--- src/rtl/key_mode_ctrl_pkg.sv ---
// Shared encodings and helpers for the key/mode control sequencer.
// Cycle counts are derived from millisecond figures at elaboration time.
package key_mode_ctrl_pkg;

   typedef enum logic [1:0] {
      ST_NORMAL   = 2'd0,
      ST_SET_HOUR = 2'd1,
      ST_SET_MIN  = 2'd2,
      ST_SET_SEC  = 2'd3
   } set_state_e;

   typedef enum logic {
      DM_CLOCK = 1'b0,
      DM_SW    = 1'b1
   } disp_mode_e;

   localparam int unsigned HOLD_W = 32;

   function automatic int unsigned ms_to_cyc(input int unsigned clk_freq, input int unsigned ms);
      return clk_freq / 1000 * ms;
   endfunction

   // SET_SEC wraps back to NORMAL through the natural 2-bit rollover
   function automatic set_state_e next_field(input set_state_e st);
      return set_state_e'(st + 2'd1);
   endfunction

endpackage

--- src/rtl/key_mode_ctrl_edge.sv ---
// Press detector: previous-level register plus rising-level detect.
// Previous level resets high so a key held through reset is not a press.
module key_edge (
   input  logic clk,
   input  logic reset,
   input  logic level_i,
   output logic press_o
);

   logic prev_q;

   always_ff @(posedge clk or posedge reset) begin
      if (reset) prev_q <= 1'b1;
      else       prev_q <= level_i;
   end

   assign press_o = level_i & ~prev_q;

endmodule

--- src/rtl/key_mode_ctrl.sv ---
// Key sequencer: press events -> display/set-mode FSM, field increment
// pulses with long-press auto-repeat, and stopwatch run/clear control.
module key_mode_ctrl
   import key_mode_ctrl_pkg::*;
#(
   parameter int unsigned CLK_FREQ  = 50_000_000,
   parameter int unsigned LONG_MS   = 1000,
   parameter int unsigned REPEAT_MS = 200
) (
   input  logic       clk,
   input  logic       reset,
   input  logic       key_mode,
   input  logic       key_sel,
   input  logic       key_inc,
   output logic       disp_mode,
   output logic [1:0] set_state,
   output logic       inc_hour,
   output logic       inc_min,
   output logic       inc_sec,
   output logic       sw_run,
   output logic       sw_clear
);

   localparam int unsigned LONG_CYC   = ms_to_cyc(CLK_FREQ, LONG_MS);
   localparam int unsigned REPEAT_CYC = ms_to_cyc(CLK_FREQ, REPEAT_MS);

   logic mode_press, sel_press, inc_press;

   key_edge u_edge_mode (.clk(clk), .reset(reset), .level_i(key_mode), .press_o(mode_press));
   key_edge u_edge_sel  (.clk(clk), .reset(reset), .level_i(key_sel),  .press_o(sel_press));
   key_edge u_edge_inc  (.clk(clk), .reset(reset), .level_i(key_inc),  .press_o(inc_press));

   set_state_e              state_q;
   disp_mode_e              disp_q;
   logic                    sw_run_q, sw_clear_q;
   logic                    inc_hour_q, inc_min_q, inc_sec_q;
   logic                    armed_q;
   logic [HOLD_W-1:0]       hold_q, hold_d;
   logic [HOLD_W-1:0]       rep_q, rep_d;
   logic                    fire;

   assign hold_d = (hold_q == '1) ? hold_q : hold_q + 1'b1;
   assign rep_d  = rep_q + 1'b1;

   // One increment pulse at most per cycle; higher-priority presses swallow it
   always_comb begin
      fire = 1'b0;
      if (!mode_press && !sel_press) begin
         if (inc_press)
            fire = (disp_q == DM_CLOCK) && (state_q != ST_NORMAL);
         else if (armed_q && key_inc)
            fire = (hold_q < LONG_CYC) ? (hold_d == LONG_CYC) : (rep_d == REPEAT_CYC);
      end
   end

   always_ff @(posedge clk or posedge reset) begin
      if (reset) begin
         state_q    <= ST_NORMAL;
         disp_q     <= DM_CLOCK;
         sw_run_q   <= 1'b0;
         sw_clear_q <= 1'b0;
         inc_hour_q <= 1'b0;
         inc_min_q  <= 1'b0;
         inc_sec_q  <= 1'b0;
         armed_q    <= 1'b0;
         hold_q     <= '0;
         rep_q      <= '0;
      end else begin
         inc_hour_q <= fire && (state_q == ST_SET_HOUR);
         inc_min_q  <= fire && (state_q == ST_SET_MIN);
         inc_sec_q  <= fire && (state_q == ST_SET_SEC);
         sw_clear_q <= 1'b0;
         if (mode_press) begin
            armed_q <= 1'b0;
            hold_q  <= '0;
            rep_q   <= '0;
            if (state_q == ST_NORMAL)
               disp_q <= (disp_q == DM_CLOCK) ? DM_SW : DM_CLOCK;
            else
               state_q <= ST_NORMAL;
         end else if (sel_press) begin
            armed_q <= 1'b0;
            hold_q  <= '0;
            rep_q   <= '0;
            if (disp_q == DM_CLOCK)
               state_q <= next_field(state_q);
            else
               sw_run_q <= ~sw_run_q;
         end else if (inc_press) begin
            if (disp_q == DM_SW && !sw_run_q)
               sw_clear_q <= 1'b1;
            if (fire) begin
               armed_q <= 1'b1;
               hold_q  <= '0;
               rep_q   <= '0;
            end
         end else if (armed_q && key_inc) begin
            // rep_q only runs once the long-press threshold has been crossed
            hold_q <= hold_d;
            if (hold_q < LONG_CYC || rep_d == REPEAT_CYC)
               rep_q <= '0;
            else
               rep_q <= rep_d;
         end else begin
            armed_q <= 1'b0;
            hold_q  <= '0;
            rep_q   <= '0;
         end
      end
   end

   assign disp_mode = disp_q;
   assign set_state = state_q;
   assign inc_hour  = inc_hour_q;
   assign inc_min   = inc_min_q;
   assign inc_sec   = inc_sec_q;
   assign sw_run    = sw_run_q;
   assign sw_clear  = sw_clear_q;

endmodule

--- config.mk ---
export PLATFORM = sky130hd
export DESIGN_NAME = key_mode_ctrl
export DESIGN_NICKNAME = d
export VERILOG_FILES = /design/src/rtl/key_mode_ctrl_pkg.sv /design/src/rtl/key_mode_ctrl_edge.sv /design/src/rtl/key_mode_ctrl.sv
export SDC_FILE = /design/constraint.sdc
export NUM_CORES = 1
export LEC_CHECK = 0
export ABC_AREA = 1
export CORE_ASPECT_RATIO = 1.1
export CORE_UTILIZATION = 70
export CTS_BUF_LIST = sky130_fd_sc_hd__clkbuf_4 sky130_fd_sc_hd__clkbuf_8
export CTS_CLUSTER_DIAMETER = 80
export CTS_CLUSTER_SIZE = 40
export DETAILED_ROUTE_END_ITERATION = 8
export PLACE_DENSITY = 0.89
export SYNTH_ARGS = -nofsm -noshare
export SYNTH_HDL_FRONTEND = slang
export SYNTH_SLANG_ARGS = --single-unit
export TNS_END_PERCENT = 5
--- constraint.sdc ---
create_clock -name clk -period 3.6 [get_ports clk]
set_input_delay 0.72 -clock clk [delete_from_list [all_inputs] [get_ports clk]]
set_output_delay 0.72 -clock clk [all_outputs]
set_load 0.1 [all_outputs]
==> summary.log, run 1 <==
qor: clock_network.tritoncts.num_buffers 9
qor: clock_network.clk_pin_slew 0.08 ns
qor: global_route.grt_use_total 0.365
qor: power_and_ir_drop.cellLeakagePower 2.35 nW
qor: timing.unrepaired_setup_endpoints_after_global_routing false
qor: synth.postSynth.asyncResetShare 1.00
qor: synth.yosys.area_share.xor_xnor 0.0235
qor: worst_setup_path.worst-r2r-setup-slack 0.77 ns
qor: synth.synth_top_family_by_area simple AND/OR/NAND/NOR gates
qor: routing.routed-via-count 5,379
qor: floorplanning.floorplan.die_area 7810 sq um
qor: floorplanning.io_pins 13
qor: routing.drt_iter0_drc 577
qor: global_route.first_global_vias 5,163
qor: worst_hold_path.hold_path.startpoint sw_run
qor: synth.synth.mux.area_fraction 0
qor: synth.synth-adder-area-share 0.0144
qor: worst_setup_path.kind_of_capture_point_of_the_worst_setup_path register
qor: worst_setup_path.r2r-start rep_q[1]
qor: timing.final_critical_period 2.83 ns
qor: floorplanning.starting_density_of_the_core 0.733
qor: synth.post_synth_and_or_nand_nor_area_fraction 0.415
qor: timing.whs 0.496 ns
qor: routing.detail_route.vias_per_cell 5.79
qor: synth.post_synth_inst_count 826
qor: finish.multi_input_comb_area 2850 sq um
qor: routing.route.met3.wl 1070 um
qor: synth.netlist.top_cell.by_area sky130_fd_sc_hd__dfrtp_1
qor: worst_setup_path.data_required_time_at_the_worst_endpoint 3.87 ns
qor: worst_setup_path.worst_r2r_path_depth 15
qor: global_route.grt_remaining_overflow 0
qor: worst_hold_path.worst_hold_path.num_cells 1
qor: clock_network.cts_tree built
qor: synth.area_fraction_of_the_dominant_cell_type_after_synthesis 0.350
qor: clock_network.cts_repair_resize_count 0
qor: power_and_ir_drop.power.density 360 nW/um^2
qor: finish.final.fill_count 554
qor: routing.first_pass_detailed_route_iteration_total 9
qor: finish.mostFrequentLayoutCell sky130_fd_sc_hd__nand2_1
qor: finish.mostFrequentLayoutCells sky130_fd_sc_hd__nand2_1 (298), sky130_fd_sc_hd__nor2_1 (130), sky130_fd_sc_hd__inv_1 (98)
qor: placed_design.dp_hpwl 9860 um
qor: clock_network.cts-htree-levels 3
qor: synth.ys_dominant_reg_cell sky130_fd_sc_hd__dfrtp_1
qor: timing.finalClockSkew 0.00966 ns
qor: floorplanning.die_width 84.4 um
qor: finish.final_design_area_no_fill 5640 sq um
qor: floorplanning.rows 32
qor: synth.synth_seq_cells 76
qor: worst_hold_path.hold-path-endpoint sw_clear
qor: floorplanning.fp.dieH 92.6 um
qor: worst_setup_path.critical_path_peak_fanout 25
qor: synth.synth-seq-area-share 0.365
qor: global_route.grt_pass1_wl 22,500 um
qor: routing.highest-signal-layer met4
qor: routing.routed_wl 13,200 um
qor: power_and_ir_drop.vdd_ir_drop_max 0.490 mV
qor: job.cap_violations 0
qor: clock_network.post_cts_buffers 0
qor: floorplanning.core_area 7130 sq um
qor: power_and_ir_drop.totalPowerFinal 0.00203 W
qor: placed_design.final_weighted_congestion_of_routability_driven_global_placement 0.969
qor: routing.met2WireLength 6030 um
qor: timing.worst_slew_margin_rel 0.341
qor: synth.post_synth_main_area_contributors sky130_fd_sc_hd__dfrtp_1 (35%), sky130_fd_sc_hd__nand2_1 (21%), sky130_fd_sc_hd__nor2_1 (9.3%)
qor: finish.layout-drive-gt1-share 0.0569
qor: synth.syn_nets 837
qor: global_route.maximum_number_of_pins_on_one_net_before_global_route_repair 52
qor: routing.drt.antenna.violating_nets 0
qor: clock_network.hold_buffers 0
qor: finish.num_antenna_cells 0
qor: timing.maxClockFrequency 353 MHz
qor: worst_hold_path.hold_path_class register to register
qor: clock_network.clock_sink_count 76
qor: synth.yosysWarningCount 0
qor: synth.syn_area 5220 sq um
qor: timing.timing.final.crit_share 0.786
qor: status.run_status finished, final reports clean
qor: worst_setup_path.critical_path.reg2reg.endpoint rep_q[9]
qor: worst_setup_path.critPathKind register to register
qor: clock_network.clk_root_buf sky130_fd_sc_hd__clkbuf_8
qor: clock_network.clock_tree.buffer_depth 2
qor: placed_design.io_buffers 12
qor: routing.drcViolationCount 0
qor: placed_design.dpl-instance-area 5410 sq um
qor: synth.synth.avg_cell_area 6.32 sq um
qor: timing.report.final.setup_viol 0
qor: synth.post_synth_num_cell_types 28
qor: routing.routedLengthMet1 5760 um
qor: worst_setup_path.critical_path.startpoint_type register
qor: timing.final.setup.tns 0 ns
qor: worst_setup_path.critPathArrivalTime 3.10 ns
qor: finish.sequential_cell_area 1910 sq um
qor: routing.wire_per_inst 14.2 um
qor: finish.final_net_count 850
qor: timing.slew_violations 0
qor: synth.synth_edf_count 0
qor: finish.layout_overhead_on_the_synthesized_area 7.98%
qor: clock_network.clock_insertion_delay_worst_skew 0.35 ns
qor: global_route.antenna_found_initial 0
qor: synth.synth-compound-area-share 0.0927
qor: timing.slew_at_the_pin_closest_to_its_max_slew_limit 0.986 ns
qor: timing.timing_hold_violations_final 0
synthesized netlist by cell type (all sizes together) (3+ instances only):
cell type  count
o22ai         20
nor2         144
xor2          12
a21oi         12
nand2        304
nand3b         3
nand4          5
nor3           5
clkbuf        10
o21ai         57
nand3         60
inv          102
buf            5
dfstp          3
ha             6
dfrtp         73
state kept, by name, summed over array words and instances (netlist names):
signal and cells:
inc_sec 1, set_state 2, u_edge_mode.prev_q 1, armed_q 1, inc_hour 1, rep_q 32
inc_min 1, u_edge_sel.prev_q 1, u_edge_inc.prev_q 1, sw_clear 1, sw_run 1, disp_mode 1
hold_q 32
report_power, final:
group | switching (W) | internal, W | leakage [nW]
clock | 0.000325 | 0.000426 | 0.117
sequential | 0.0000263 | 0.000881 | 1.04
combinational | 0.000288 | 0.0000819 | 1.19
area by class of cell:
cell class              instances  area share
flip-flops and latches         76       0.338
well taps                      85      0.0189
clock inverters                 4      0.0131
multi-input cells             633       0.505
clock buffers                  12      0.0271
repair buffers                 17      0.0302
inverters                     102      0.0681
worst max path at each step:
stage                         from  cells past startpoint        end
after CTS                 rep_q[0]                     15   rep_q[9]
after floorplan              reset                      1    armed_q
after global placement    key_mode                     11  rep_q[23]
after detailed placement  key_mode                     11  rep_q[18]
final                     rep_q[1]                     15   rep_q[9]
after global routing      rep_q[1]                     15  rep_q[12]
worst max-delay path, stage by stage, from the launching register on:
cell                      delay [ns]
sky130_fd_sc_hd__dfrtp_1        0.40
sky130_fd_sc_hd__ha_1           0.24
sky130_fd_sc_hd__nand2_1        0.13
sky130_fd_sc_hd__nor2_2         0.25
sky130_fd_sc_hd__nand2_1        0.18
sky130_fd_sc_hd__nor2_1         0.13
sky130_fd_sc_hd__nand2_1        0.05
sky130_fd_sc_hd__nand2_1        0.08
sky130_fd_sc_hd__nor2_1         0.05
sky130_fd_sc_hd__nand3_1        0.06
sky130_fd_sc_hd__nor2_1         0.05
sky130_fd_sc_hd__nand3_1        0.15
sky130_fd_sc_hd__nand2_1        0.12
sky130_fd_sc_hd__nor2_4         0.47
sky130_fd_sc_hd__inv_2          0.20
sky130_fd_sc_hd__o22ai_1        0.18
metrics by stage:
step	utilization	setup WS [ns]	cells
floorplan	-	0.947	826
global placement	0.760	0.808	913
detailed placement	0.760	0.709	913
CTS	0.791	0.842	929
global route	0.791	0.433	929
finish	0.791	0.771	929
cells by family after synthesis:
| logic type | after synthesis |
|---|---|
| xor+xnor | 14 |
| buf+inv | 117 |
| compound gates | 91 |
| flops | 76 |
| fa+ha+maj | 6 |
| simple gates | 522 |
layer usage:
metal  up-vias  GRT usage
li1       2621          -
met1      2463      0.494
met5         -          0
met2       255      0.600
met3        40     0.0508
met4         0      0.138
Power figures use the tool's default switching activity.
==> inputs of run 2 (changes only) <==
--- a/config.mk
+++ b/config.mk
@@ -7,12 +7,12 @@
 export LEC_CHECK = 0
 export ABC_AREA = 1
 export CORE_ASPECT_RATIO = 1.1
-export CORE_UTILIZATION = 70
+export CORE_UTILIZATION = 58
 export CTS_BUF_LIST = sky130_fd_sc_hd__clkbuf_4 sky130_fd_sc_hd__clkbuf_8
 export CTS_CLUSTER_DIAMETER = 80
 export CTS_CLUSTER_SIZE = 40
 export DETAILED_ROUTE_END_ITERATION = 8
-export PLACE_DENSITY = 0.89
+export PLACE_DENSITY = 0.78
 export SYNTH_ARGS = -nofsm -noshare
 export SYNTH_HDL_FRONTEND = slang
 export SYNTH_SLANG_ARGS = --single-unit
==> constraint.sdc (replaced) <==
create_clock -name clk -period 2.6 [get_ports clk]
set_input_delay 0.52 -clock clk [delete_from_list [all_inputs] [get_ports clk]]
set_output_delay 0.52 -clock clk [all_outputs]
set_load 0.1 [all_outputs]
==> run 2 against run 1 <==
- sequential share of layout area down 1.5 points
- design area up 4.8%
- highest routed layer unchanged
- setup slack worse by 0.67 ns
- critical endpoint is now rep_q[6]
- flip-flop and latch count unchanged
- global-route usage down 4.4 points
- die area up 20%
==> summary.log, run 2 (synthesis results as in run 1) <==
qor: floorplanning.die_width 92.5 um [was 84.4 um]
qor: timing.unrepaired_setup_endpoints_after_global_routing true [was false]
qor: finish.layout_overhead_on_the_synthesized_area 13.1% [was 7.98%]
qor: clock_network.cts-htree-levels 3 [unchanged]
qor: worst_hold_path.hold_path_class register to register [unchanged]
qor: status.run_status finished, final reports clean [unchanged]
qor: finish.mostFrequentLayoutCell sky130_fd_sc_hd__nand2_1 [unchanged]
qor: routing.detail_route.vias_per_cell 5.58 [was 5.79]
qor: placed_design.dpl-instance-area 5560 sq um [was 5410 sq um]
qor: timing.maxClockFrequency 400 MHz [was 353 MHz]
qor: worst_setup_path.kind_of_capture_point_of_the_worst_setup_path register [unchanged]
qor: routing.routed_wl 14,100 um [was 13,200 um]
qor: timing.worst_slew_margin_rel 0.403 [was 0.341]
qor: global_route.antenna_found_initial 0 [unchanged]
qor: clock_network.clk_pin_slew 0.08 ns [about the same]
qor: power_and_ir_drop.totalPowerFinal 0.00292 W [was 0.00203 W]
qor: power_and_ir_drop.cellLeakagePower 2.46 nW [was 2.35 nW]
qor: floorplanning.floorplan.die_area 9390 sq um [was 7810 sq um]
qor: finish.post-route-util 0.692 [was 0.791]
qor: finish.final_design_area_no_fill 5910 sq um [was 5640 sq um]
qor: routing.first_pass_detailed_route_iteration_total 5 [was 9]
qor: timing.report.final.setup_viol 0 [unchanged]
qor: timing.slew_at_the_pin_closest_to_its_max_slew_limit 0.891 ns [was 0.986 ns]
qor: floorplanning.io_pins 13 [unchanged]
qor: timing.timing.final.crit_share 0.963 [was 0.786]
qor: clock_network.clock_sink_count 76 [unchanged]
qor: worst_setup_path.data_required_time_at_the_worst_endpoint 2.82 ns [was 3.87 ns]
qor: global_route.grt_pass1_wl 23,500 um [was 22,500 um]
qor: floorplanning.starting_density_of_the_core 0.612 [was 0.733]
qor: global_route.grt_use_total 0.321 [was 0.365]
qor: clock_network.clock_tree.buffer_depth 2 [unchanged]
qor: timing.slew_violations 0 [unchanged]
qor: placed_design.dp_hpwl 10,300 um [was 9860 um]
qor: worst_setup_path.worst-r2r-setup-slack 0.1 ns [was 0.77 ns]
qor: floorplanning.rows 35 [was 32]
qor: clock_network.cts_tree built [unchanged]
qor: routing.drt.antenna.violating_nets 0 [unchanged]
qor: floorplanning.fp.dieH 102 um [was 92.6 um]
qor: clock_network.clock_insertion_delay_worst_skew 0.36 ns [was 0.35 ns]
qor: power_and_ir_drop.vdd_ir_drop_max 0.602 mV [was 0.490 mV]
qor: clock_network.clk_root_buf sky130_fd_sc_hd__clkbuf_8 [unchanged]
qor: finish.mostFrequentLayoutCells sky130_fd_sc_hd__nand2_1 (296), sky130_fd_sc_hd__nor2_1 (125), sky130_fd_sc_hd__inv_1 (98) [was sky130_fd_sc_hd__nand2_1 (298), sky130_fd_sc_hd__nor2_1 (130), sky130_fd_sc_hd__inv_1 (98)]
qor: finish.num_antenna_cells 0 [unchanged]
qor: worst_setup_path.critical_path_peak_fanout 6 [was 25]
qor: worst_setup_path.critPathArrivalTime 2.73 ns [was 3.10 ns]
qor: routing.routed-via-count 5,427 [was 5,379]
qor: power_and_ir_drop.power.density 494 nW/um^2 [was 360 nW/um^2]
qor: global_route.first_global_vias 5,094 [was 5,163]
qor: timing.final_critical_period 2.50 ns [was 2.83 ns]
qor: routing.wire_per_inst 14.5 um [was 14.2 um]
qor: floorplanning.core_area 8540 sq um [was 7130 sq um]
qor: clock_network.tritoncts.num_buffers 9 [unchanged]
qor: global_route.grt_remaining_overflow 0 [unchanged]
qor: timing.whs 0.503 ns [was 0.496 ns]
qor: timing.finalClockSkew 0.0100 ns [was 0.00966 ns]
qor: routing.drcViolationCount 0 [unchanged]
qor: finish.final_net_count 868 [was 850]
qor: finish.layout-drive-gt1-share 0.0963 [was 0.0569]
qor: timing.timing_hold_violations_final 0 [unchanged]
qor: worst_setup_path.critical_path.startpoint_type register [unchanged]
qor: worst_setup_path.critPathKind register to register [unchanged]
qor: placed_design.final_weighted_congestion_of_routability_driven_global_placement 0.960 [was 0.969]
qor: global_route.maximum_number_of_pins_on_one_net_before_global_route_repair 77 [was 52]
qor: placed_design.io_buffers 12 [unchanged]
qor: routing.drt_iter0_drc 487 [was 577]
qor: job.cap_violations 0 [unchanged]
-- run 2: changes by cell type in the layout (fill, tap and decap cells not counted), moves of 2 or more --
cell,previous run,this run
sky130_fd_sc_hd__buf_4,4,25
sky130_fd_sc_hd__nand2_1,298,296
sky130_fd_sc_hd__nor2_4,5,8
sky130_fd_sc_hd__clkbuf_4,2,0
sky130_fd_sc_hd__buf_12,1,5
sky130_fd_sc_hd__clkdlybuf4s50_1,12,4
sky130_fd_sc_hd__nand2_2,4,6
sky130_fd_sc_hd__nor2_1,130,125
sky130_fd_sc_hd__nor2_2,8,11
-- run 2: metrics by stage --
stage | worst slack [ns] | cells | setup TNS, ns
floorplan | 0.147 | 826 | 0
global placement | 0.0227 | 952 | 0
detailed placement | -0.106 | 952 | -0.506
CTS | -0.0131 | 969 | -0.0801
global route | -0.0404 | 973 | -0.194
finish | 0.0969 | 973 | 0
-- run 2: worst paths after layout --
check,start,end,cells after the start
setup / recovery,rep_q[1],rep_q[6],15
hold / removal,sw_run,sw_clear,1
setup reg to reg,rep_q[1],rep_q[6],15
hold reg to reg,sw_run,sw_clear,1
max in group asynchronous,reset,u_edge_inc.prev_q,3
min in group asynchronous,reset,rep_q[11],3
-- run 2: power breakdown --
group          internal [W]  switching, W  total [W]
Combinational      0.000118      0.000400   0.000517
Clock              0.000664      0.000478    0.00114
Sequential          0.00122     0.0000379    0.00126
Total               0.00200      0.000915    0.00292
-- run 2: what timing repair did --
action,CTS,global route
cloned,1,0
hold endpoints to repair,0,0
gates resized for setup,0,14
buffers inserted,0,4
hold buffers,0,0
setup endpoints to repair,9,35
pin swaps,1,7
-- run 2: area by class of cell --
class	count	area (sq um)
clock buffers	10	138
clock inverters	6	111
inverters	102	387
fillers	749	2630
well taps	111	139
flip-flops and latches	76	1910
multi-input cells	634	2900
repair buffers	34	328
-- run 2: per-layer routing --
layer | routed length, um | up-vias | GRT usage
li1 | - | 2654 | -
met1 | 6440 | 2544 | 0.453
met2 | 6390 | 209 | 0.507
met3 | 1080 | 20 | 0.0450
met4 | 197 | 0 | 0.114
met5 | 0 | - | 0
-- run 2: worst max-delay path: stages (launching register included) --
cell	delay [ns]
sky130_fd_sc_hd__dfrtp_1	0.41
sky130_fd_sc_hd__ha_2	0.23
sky130_fd_sc_hd__nand2_1	0.12
sky130_fd_sc_hd__nor2_4	0.20
sky130_fd_sc_hd__nand3_2	0.14
sky130_fd_sc_hd__nand2_1	0.09
sky130_fd_sc_hd__nand2_1	0.06
sky130_fd_sc_hd__nor2_1	0.15
sky130_fd_sc_hd__nand2_1	0.07
sky130_fd_sc_hd__nor3_1	0.20
sky130_fd_sc_hd__nand3_1	0.16
sky130_fd_sc_hd__nand2_2	0.17
sky130_fd_sc_hd__nor2_4	0.08
sky130_fd_sc_hd__buf_12	0.14
sky130_fd_sc_hd__nand2_1	0.04
sky130_fd_sc_hd__o21ai_0	0.10
==> inputs of run 3 (changes only) <==
--- a/config.mk
+++ b/config.mk
@@ -7,12 +7,14 @@
 export LEC_CHECK = 0
 export ABC_AREA = 1
 export CORE_ASPECT_RATIO = 1.1
-export CORE_UTILIZATION = 58
+export CORE_UTILIZATION = 60
 export CTS_BUF_LIST = sky130_fd_sc_hd__clkbuf_4 sky130_fd_sc_hd__clkbuf_8
-export CTS_CLUSTER_DIAMETER = 80
+export CTS_CLUSTER_DIAMETER = 100
 export CTS_CLUSTER_SIZE = 40
 export DETAILED_ROUTE_END_ITERATION = 8
-export PLACE_DENSITY = 0.78
+export DONT_BUFFER_PORTS = 1
+export PLACE_DENSITY = 0.79
+export RECOVER_POWER = 50
 export SYNTH_ARGS = -nofsm -noshare
 export SYNTH_HDL_FRONTEND = slang
 export SYNTH_SLANG_ARGS = --single-unit
==> run 3 against run 2 <==
- the run now ends with capacitance limit, slew limit left
- setup slack better by 0.084 ns
- cell count is 1.2% lower
- sequential power is 5% higher
- design area shrank 3.5%
- total power shrank 11%
- flip-flop and latch count unchanged
- core utilization fell by 1.4 points
- register-to-register slack improved by 0.08 ns
==> summary.log, run 3 (synthesis results as in run 1) <==
qor: status.run_status complete, but fails checks [was finished, final reports clean]
qor: status.violations capacitance limit, slew limit
qor: floorplanning.core_area 8410 sq um [was 8540 sq um]
qor: placed_design.final_weighted_congestion_of_routability_driven_global_placement 0.955 [was 0.960]
qor: worst_hold_path.hold_path_class primary input to register [was register to register]
qor: floorplanning.io_pins 13 [unchanged]
qor: worst_setup_path.critPathArrivalTime 2.70 ns [was 2.73 ns]
qor: clock_network.tritoncts.num_buffers 9 [unchanged]
qor: finish.number_of_cells_in_the_finished_layout_apart_from_fillers 961 [was 973]
qor: floorplanning.rows 35 [unchanged]
qor: routing.first_pass_detailed_route_iteration_total 5 [unchanged]
qor: power_and_ir_drop.switching_share_of_power 0.337 [was 0.314]
qor: floorplanning.fp.dieH 99.9 um [was 102 um]
qor: routing.routed_wl 14,100 um [about the same]
qor: worst_setup_path.critical_path_peak_fanout 5 [was 6]
qor: worst_setup_path.critPathKind register to register [unchanged]
qor: global_route.grt_use_total 0.319 [was 0.321]
qor: worst_setup_path.kind_of_capture_point_of_the_worst_setup_path register [unchanged]
qor: routing.drt.antenna.violating_nets 0 [unchanged]
qor: clock_network.clock_tree.buffer_depth 2 [unchanged]
qor: routing.routed-via-count 5,425 [was 5,427]
qor: routing.wire_per_inst 14.7 um [was 14.5 um]
qor: global_route.grt_busiest_layer met2 [unchanged]
qor: clock_network.cts_tree built [unchanged]
qor: timing.final.setup.tns 0 ns [unchanged]
qor: clock_network.cts-htree-levels 3 [unchanged]
qor: clock_network.clock_insertion_delay_worst_skew 0.35 ns [was 0.36 ns]
qor: timing.timing.final.crit_share 0.930 [was 0.963]
qor: power_and_ir_drop.power.share.combinational 0.162 [was 0.177]
qor: timing.maxClockFrequency 413 MHz [was 400 MHz]
qor: finish.post-route-util 0.678 [was 0.692]
qor: routing.detail_route.vias_per_cell 5.65 [was 5.58]
qor: timing.final_critical_period 2.42 ns [was 2.50 ns]
qor: finish.layout_overhead_on_the_synthesized_area 9.20% [was 13.1%]
qor: placed_design.place_worst_setup_slack -0.0269 ns [was -0.106 ns]
qor: job.cap_violations 1 [was 0]
qor: finish.final_net_count 856 [was 868]
qor: power_and_ir_drop.power.internal 0.00172 W [was 0.00200 W]
qor: global_route.grt_pass1_wl 23,100 um [was 23,500 um]
qor: finish.mostFrequentLayoutCells sky130_fd_sc_hd__nand2_1 (296), sky130_fd_sc_hd__nor2_1 (127), sky130_fd_sc_hd__inv_1 (98) [was sky130_fd_sc_hd__nand2_1 (296), sky130_fd_sc_hd__nor2_1 (125), sky130_fd_sc_hd__inv_1 (98)]
qor: timing.slew_violations 38 [was 0]
qor: routing.drt_iter0_drc 471 [was 487]
qor: floorplanning.starting_density_of_the_core 0.621 [was 0.612]
qor: placed_design.dp_cells 938 [was 952]
qor: global_route.maximum_number_of_pins_on_one_net_before_global_route_repair 67 [was 77]
qor: placed_design.dp_hpwl 10,100 um [was 10,300 um]
qor: floorplanning.die_width 91.0 um [was 92.5 um]
qor: placed_design.io_buffers 0 [was 12]
qor: worst_setup_path.critical_path.startpoint_type register [unchanged]
qor: global_route.grtUsageMet1 0.457 [was 0.453]
qor: power_and_ir_drop.totalPowerFinal 0.00259 W [was 0.00292 W]
qor: global_route.gr-usage-met2 0.493 [was 0.507]
qor: clock_network.clock_sink_count 76 [unchanged]
qor: timing.timing_hold_violations_final 0 [unchanged]
qor: global_route.first_global_vias 5,004 [was 5,094]
qor: power_and_ir_drop.power_frac_clock 0.329 [was 0.392]
qor: power_and_ir_drop.vdd_ir_drop_max 0.722 mV [was 0.602 mV]
qor: finish.num_antenna_cells 0 [unchanged]
qor: finish.layout-drive-gt1-share 0.0859 [was 0.0963]
qor: global_route.antenna_found_initial 0 [unchanged]
qor: finish.mostFrequentLayoutCell sky130_fd_sc_hd__nand2_1 [unchanged]
qor: timing.finalClockSkew 0.0128 ns [was 0.0100 ns]
qor: timing.report.final.setup_viol 0 [unchanged]
qor: routing.drcViolationCount 0 [unchanged]
qor: clock_network.clk_pin_slew 0.08 ns [about the same]
qor: power_and_ir_drop.power.sequential.fraction 0.509 [was 0.431]
qor: timing.postLayoutSetupSlackWorst 0.181 ns [was 0.0969 ns]
qor: timing.worst_slew_margin_rel -0.0999 [was 0.403]
qor: power_and_ir_drop.cellLeakagePower 2.35 nW [was 2.46 nW]
qor: power_and_ir_drop.p_sw 0.000873 W [was 0.000915 W]
qor: power_and_ir_drop.power.density 454 nW/um^2 [was 494 nW/um^2]
qor: timing.slew_at_the_pin_closest_to_its_max_slew_limit 1.64 ns [was 0.891 ns]
qor: clock_network.clk_root_buf sky130_fd_sc_hd__clkbuf_8 [unchanged]
qor: worst_setup_path.data_required_time_at_the_worst_endpoint 2.88 ns [was 2.82 ns]
qor: floorplanning.floorplan.die_area 9080 sq um [was 9390 sq um]
qor: global_route.grt_remaining_overflow 0 [unchanged]
qor: global_route.global_route.usage.met3 0.0477 [was 0.0450]
[run 3: cell types whose count changed in the layout (fill, tap and decap cells not counted), moves of 2 or more]
cell	previous run	this run
sky130_fd_sc_hd__clkdlybuf4s50_1	4	0
sky130_fd_sc_hd__buf_4	25	18
sky130_fd_sc_hd__nor2_2	11	9
sky130_fd_sc_hd__bufinv_16	3	0
sky130_fd_sc_hd__nor2_1	125	127
sky130_fd_sc_hd__buf_12	5	2
[run 3: repair_timing]
action / in CTS / in global routing
pin swaps: 1 / 3
gates resized for setup: 0 / 13
hold buffers: 0 / 0
setup buffers: 0 / 5
cloned: 1 / 1
setup endpoints to repair: 8 / 35
[run 3: power by group through the flow]
| stage | Clock [W] | Combinational [W] | Sequential [W] |
|---|---|---|---|
| after global routing | 0.000904 | 0.000452 | 0.00132 |
| after detailed placement | 0 | 0.000423 | 0.00134 |
| after CTS | 0.000858 | 0.000424 | 0.00132 |
| final | 0.000851 | 0.000420 | 0.00132 |
| after global placement | 0 | 0.000419 | 0.00134 |
| after floorplan | 0 | 0.000147 | 0.00151 |
[run 3: worst paths after layout]
path                       startpoint                  to  slack (ns)  cells after the start
min reg2reg                   armed_q             armed_q        0.55                      2
min in group asynchronous       reset            rep_q[5]        0.43                      1
max                         hold_q[0]             inc_sec        0.18                     15
min                          key_mode  u_edge_mode.prev_q        0.16                      0
max in group asynchronous       reset          hold_q[27]        0.50                      2
max reg2reg                 hold_q[0]             inc_sec        0.18                     15
[run 3: stage by stage]
stage               hold WS [ns]  area, sq um
floorplan                  0.491         5220
global placement           0.508         5420
detailed placement         0.523         5420
CTS                        0.144         5610
global route               0.144         5700
finish                     0.157         5700
[run 3: routing by layer]
metal / vias to the layer above / wire [um]
met5: - / 0
met4: 0 / 318
met3: 34 / 1120
met2: 234 / 6330
met1: 2516 / 6320
li1: 2641 / -
[run 3: worst max-delay path, cell delays in order, from the launching register on]
cell	delay, ns
sky130_fd_sc_hd__dfrtp_1	0.41
sky130_fd_sc_hd__ha_1	0.20
sky130_fd_sc_hd__buf_4	0.16
sky130_fd_sc_hd__nand3_1	0.16
sky130_fd_sc_hd__nor2_1	0.22
sky130_fd_sc_hd__xor2_1	0.23
sky130_fd_sc_hd__nand3b_1	0.10
sky130_fd_sc_hd__nor2_1	0.10
sky130_fd_sc_hd__nand3_1	0.13
sky130_fd_sc_hd__nor2_2	0.15
sky130_fd_sc_hd__nand3_1	0.09
sky130_fd_sc_hd__nand2_1	0.07
sky130_fd_sc_hd__nand2_1	0.08
sky130_fd_sc_hd__nand2_1	0.08
sky130_fd_sc_hd__nand2_2	0.06
sky130_fd_sc_hd__nor2_1	0.10
[run 3: final cells by class]
type	instances	area, sq um
Clock buffer	12	159
Timing Repair Buffer	21	180
Multi-Input combinational cell	635	2910
Inverter	102	387
Sequential cell	76	1910
Clock inverter	4	25.0
Tap cell	111	139
Fill cell	776	2700
